**src/rtl/shift_rows_pipe.sv**
```systemverilog
// Purpose: pipelined Rijndael ShiftRows / InvShiftRows stage for 128/192/256-bit states, per-beat direction select, sideband tag.
// Latency: STAGES cycles; the permutation sits ahead of stage 0 and later stages are plain registers.
// Backpressure: valid/ready with bubble collapse. in_ready follows out_ready combinationally through the stage chain.
//
// Ports:
//   clk, rst_n        clock, asynchronous active-low reset
//   flush             synchronous drop of every in-flight beat (the data registers keep their contents)
//   in_valid/in_ready input handshake; in_inv selects the inverse permutation; in_tag and in_data form the beat
//   out_valid/out_ready output handshake; out_tag and out_data come from the last stage
module shift_rows_pipe #(
  parameter int NB     = 4,
  parameter int STAGES = 1,
  parameter int TAG_W  = 4
) (
  input  logic              clk,
  input  logic              rst_n,
  input  logic              flush,
  input  logic              in_valid,
  output logic              in_ready,
  input  logic              in_inv,
  input  logic [TAG_W-1:0]  in_tag,
  input  logic [32*NB-1:0]  in_data,
  output logic              out_valid,
  input  logic              out_ready,
  output logic [TAG_W-1:0]  out_tag,
  output logic [32*NB-1:0]  out_data
);

  localparam int DW = 32 * NB;

  if (!(NB == 4 || NB == 6 || NB == 8)) begin : g_bad_nb
    $error("shift_rows_pipe: NB must be 4, 6 or 8");
  end
  if (STAGES < 1 || STAGES > 4) begin : g_bad_stages
    $error("shift_rows_pipe: STAGES must be in 1..4");
  end

  // Row shift offsets. The 256-bit state uses wider offsets for rows 2 and 3.
  function automatic int row_shift(input int r);
    if (r == 0)             return 0;
    if (NB == 8 && r >= 2)  return r + 1;
    return r;
  endfunction

  logic [DW-1:0]     w_fwd;
  logic [DW-1:0]     w_inv;
  logic [DW-1:0]     w_perm;
  logic [STAGES-1:0] w_load;
  logic [STAGES-1:0] w_src_vld;
  logic [TAG_W-1:0]  w_src_tag [STAGES];
  logic [DW-1:0]     w_src_dat [STAGES];

  logic [STAGES-1:0] r_vld;
  logic [TAG_W-1:0]  r_tag [STAGES];
  logic [DW-1:0]     r_dat [STAGES];

  // Pure wiring. Byte (r,c) sits at [32*(NB-1-c)+8*(3-r) +: 8], so byte (0,0) is at the MSB end.
  for (genvar gr = 0; gr < 4; gr++) begin : g_row
    for (genvar gc = 0; gc < NB; gc++) begin : g_col
      localparam int S  = row_shift(gr);
      localparam int CF = (gc + S) % NB;
      localparam int CI = (gc - S + NB) % NB;
      assign w_fwd[32*(NB-1-gc)+8*(3-gr) +: 8] = in_data[32*(NB-1-CF)+8*(3-gr) +: 8];
      assign w_inv[32*(NB-1-gc)+8*(3-gr) +: 8] = in_data[32*(NB-1-CI)+8*(3-gr) +: 8];
    end
  end

  assign w_perm = in_inv ? w_inv : w_fwd;

  // Each stage's load source: stage 0 takes the permuted input and stage k takes stage k-1.
  always_comb begin
    w_src_vld    = '0;
    w_src_vld[0] = in_valid;
    w_src_tag[0] = in_tag;
    w_src_dat[0] = w_perm;
    for (int k = 1; k < STAGES; k++) begin
      w_src_vld[k] = r_vld[k-1];
      w_src_tag[k] = r_tag[k-1];
      w_src_dat[k] = r_dat[k-1];
    end
  end

  // A stage loads when it is empty or is being drained. It is drained when the next stage
  // loads, or by out_ready at the tail. The chain is resolved from the tail back to stage 0,
  // which lets empty slots (bubbles) fill even while the output is stalled.
  always_comb begin : p_chain
    logic w_dn;
    w_load = '0;
    w_dn   = out_ready;
    for (int k = STAGES - 1; k >= 0; k--) begin
      w_dn      = !r_vld[k] || w_dn;
      w_load[k] = w_dn;
    end
  end

  always_ff @(posedge clk or negedge rst_n) begin
    if (!rst_n) begin
      r_vld <= '0;
      for (int k = 0; k < STAGES; k++) begin
        r_tag[k] <= '0;
        r_dat[k] <= '0;
      end
    end else begin
      for (int k = 0; k < STAGES; k++) begin
        if (w_load[k]) begin
          r_vld[k] <= w_src_vld[k];
          r_tag[k] <= w_src_tag[k];
          r_dat[k] <= w_src_dat[k];
        end
      end
      // flush only kills the valid bits; the data payload is left as it is.
      if (flush) r_vld <= '0;
    end
  end

  assign in_ready  = rst_n && !flush && w_load[0];
  assign out_valid = r_vld[STAGES-1];
  assign out_tag   = r_tag[STAGES-1];
  assign out_data  = r_dat[STAGES-1];

endmodule

```
**config.mk**
```make
export PLATFORM = sky130hd
export DESIGN_NAME = shift_rows_pipe
export DESIGN_NICKNAME = d
export VERILOG_FILES = /design/src/rtl/shift_rows_pipe.sv
export SDC_FILE = /design/constraint.sdc
export NUM_CORES = 1
export LEC_CHECK = 0
export ABC_AREA = 1
export CAP_MARGIN = 30
export CORE_UTILIZATION = 35
export DETAILED_ROUTE_END_ITERATION = 6
export PLACE_DENSITY = 0.78
export REMOVE_ABC_BUFFERS = 1
export SLEW_MARGIN = 20
export SYNTH_ARGS = -nofsm -noshare
export SYNTH_HDL_FRONTEND = slang
export SYNTH_SLANG_ARGS = --single-unit
```
**constraint.sdc**
```tcl
create_clock -name clk -period 2.4 [get_ports clk]
set_input_delay 0.36 -clock clk [delete_from_list [all_inputs] [get_ports clk]]
set_output_delay 0.36 -clock clk [all_outputs]
set_load 0.02 [all_outputs]
```
==> results.cfg <==
[run_status]
status = completed

[setup_path]
r2r_start = out_valid
crit_family = buffers and inverters
crit_path_end_kind = output port
critPathLaunchType = primary input
reg2reg_slack_ps = 1040
slowest_delay_ps = 600
cpMostUsedCell = clkdlybuf4s50_1
rr_worst_depth = 4
crit_buf_inv = 3
r2r-end = out_data[39]
cp.arrival_ps = 1780
cp_max_fo = 2
cp_slowest_cell = clkdlybuf4s50_1
path_class = primary input to output port
cp_cell_sequence = clkdlybuf4s50_1 > inv_1 > nand2_4 > nand2_1 > nor2_1 > clkdlybuf4s50_1
crit_required_ps = 2040

[timing]
finalCritPeriodShare_pct = 89.07
fmax_mhz = 467.8
rsz0062_at_grt = false
worst_slew_pin_slew_ps = 679.4
min_period_ps = 2138
relSlewSlack_pct = 54.71
fin_skew_ps = 8.621
fin_setup_tns_ps = 0
fin_hold_ws_ps = 104.8
finalSetupViolations = 0
final_hold_viol_count = 0
maxSlewViolCount = 0

[pwr]
clockPowerShare_pct = 39.7
vdd_drop_max_mv = 0.4413
p_leak_nw = 4.710
internal-power_mw = 4.781
p_sw_mw = 1.786
netSwitchingFraction_pct = 27.19
p_per_area_nw_per_um2 = 703.8
combPwrFrac_pct = 21.2
p_seq_share_pct = 39.1

[clock_network]
cts_resized = 0
cts_max_path_buffers = 2
clk_latency_ps = 410
clkTransAtPathRegs_ps = 60
htree_num_levels = 4
cts_made_buffers = 17
cts_root_buf = clkbuf_16
postCtsSetupBuffers = 0
cts_sinks = 133
cts_hold_buffers = 0
cts_tree = built

[detailed_routing]
wirelength_um = 16890
wl_per_cell_um = 13.46
vias_per_cell = 4.528
dr_total_vias = 5683
drc = 0
firstDrtPassIters = 5
drt_iter0_markers = 247
ant_nets = 0

[place]
place_hpwl_um = 11370
place_inst = 1224
io_buffer_count = 271
gp_congestion = 0.8005

[cells_and_area]
syn2layout_area_growth_pct = 58.88
nNetsFinal = 1165
layout-drive-gt1-share_pct = 4.235
mostFrequentLayoutCells = 461 x nand2_1, 269 x clkdlybuf4s50_1, 133 x dfrtp_1
diodes = 0
fin_cells = 1255
final_common_cell = nand2_1
n_fill_cell = 1445

[grt]
grt_remaining_overflow = 0
grt_pass1_vias = 5539
grt_first_pass_wirelength_um = 27760
grt_use_total_pct = 20.14
antenna_found_initial = 0
grt_max_degree = 134

[logic_synthesis]
synth-simple-area-share_pct = 35.36
synth_xor_area_share_pct = 0
syn_area_um2 = 5873
netlist_instances = 771
synth_cell_types = 12
synth_compound_area_share_pct = 0
synth.area.mux_share_pct = 0
synth_top_family_by_area = simple AND/OR/NAND/NOR gates
synth_fa_ha_area_share_pct = 0
avgSynthCellArea_um2 = 7.618
ys_warn_count = 0
synth_seq_area_share_pct = 56.67
ys_seq_elements = 133

[floorplanning]
die_area_um2 = 17300
die_w_um = 131.5
fp.dieH_um = 131.5
rows = 46
top_level_ports = 272
core-area_um2 = 16120
initial_core_util_pct = 36.44

[min_path]
min_path_type = primary input to async pin

[job]
drv_cap = 0
## routing by layer
metal | track usage (%) | vias to the layer above | wire length, um
met2 | 33.80 | 229 | 8131
met1 | 24.79 | 2614 | 7284
li1 | - | 2815 | -
met5 | 0 | - | 0
met3 | 5.054 | 25 | 1132
met4 | 7.752 | 0 | 340
## worst max path at each step
stage	from	to	cells after the start	slack (ps)
CTS	out_ready	in_ready	6	260
floorplan	out_valid	in_ready	3	-940
global route	out_ready	in_ready	6	200
finish	out_ready	in_ready	6	260
detailed placement	out_ready	in_ready	6	270
global placement	out_ready	in_ready	6	260
## cell usage after synthesis
cell type	instances	area (um^2)
nor2_4	1	11.26
buf_2	20	100.1
clkbuf_1	6	22.52
inv_2	2	7.510
nor2_1	3	11.26
buf_4	8	60.06
buf_6	1	11.26
nand2_1	462	1734
buf_1	6	22.52
dfrtp_1	133	3328
nand3_1	64	320.3
inv_1	65	244.0
## metrics by stage
| step | util (%) | setup WS, ps | cell area (um^2) | total power, mW |
|---|---|---|---|---|
| CTS | 57.90 | 262.1 | 9331 | 6.651 |
| global route | 57.90 | 196.1 | 9331 | 6.865 |
| detailed placement | 54.19 | 271.3 | 8733 | 4.009 |
| finish | 57.90 | 262.2 | 9331 | 6.567 |
| floorplan | - | -936.4 | 5657 | 3.178 |
| global placement | 54.19 | 262.7 | 8733 | 3.987 |
## sequential cells by signal, indices dropped and copies added, names as in the netlist
name and flops:
out_valid 1, out_data 128, out_tag 4
## power groups by stage
stage | Clock [mW] | Combinational (mW) | Sequential (mW)
6_report | 2.60 | 1.39 | 2.57
3_3_place_gp | 0 | 1.39 | 2.60
2_1_floorplan | 0 | 0.320 | 2.86
3_5_place_dp | 0 | 1.41 | 2.60
5_1_grt | 2.76 | 1.51 | 2.60
4_1_cts | 2.67 | 1.41 | 2.57
## worst register-to-register path, delay by kind of cell (launching register included)
kind | cells | cell delay, ps
buf+inv | 1 | 430
flops | 1 | 420
simple gates | 3 | 450
## cells by family after synthesis
kind of cell | count (synthesis)
buf+inv | 108
flops | 133
simple gates | 530
## layout make-up
class | instances | area, um^2 | share of cell area [%]
Inverter | 67 | 251.5 | 2.695
Clock buffer | 18 | 439.2 | 4.706
Timing Repair Buffer | 278 | 2799 | 29.99
Tap cell | 216 | 270.3 | 2.896
Sequential cell | 133 | 3328 | 35.67
Multi-Input combinational cell | 530 | 2085 | 22.34
Clock inverter | 13 | 158.9 | 1.703
Note: power is estimated with default switching activity, not from simulation.
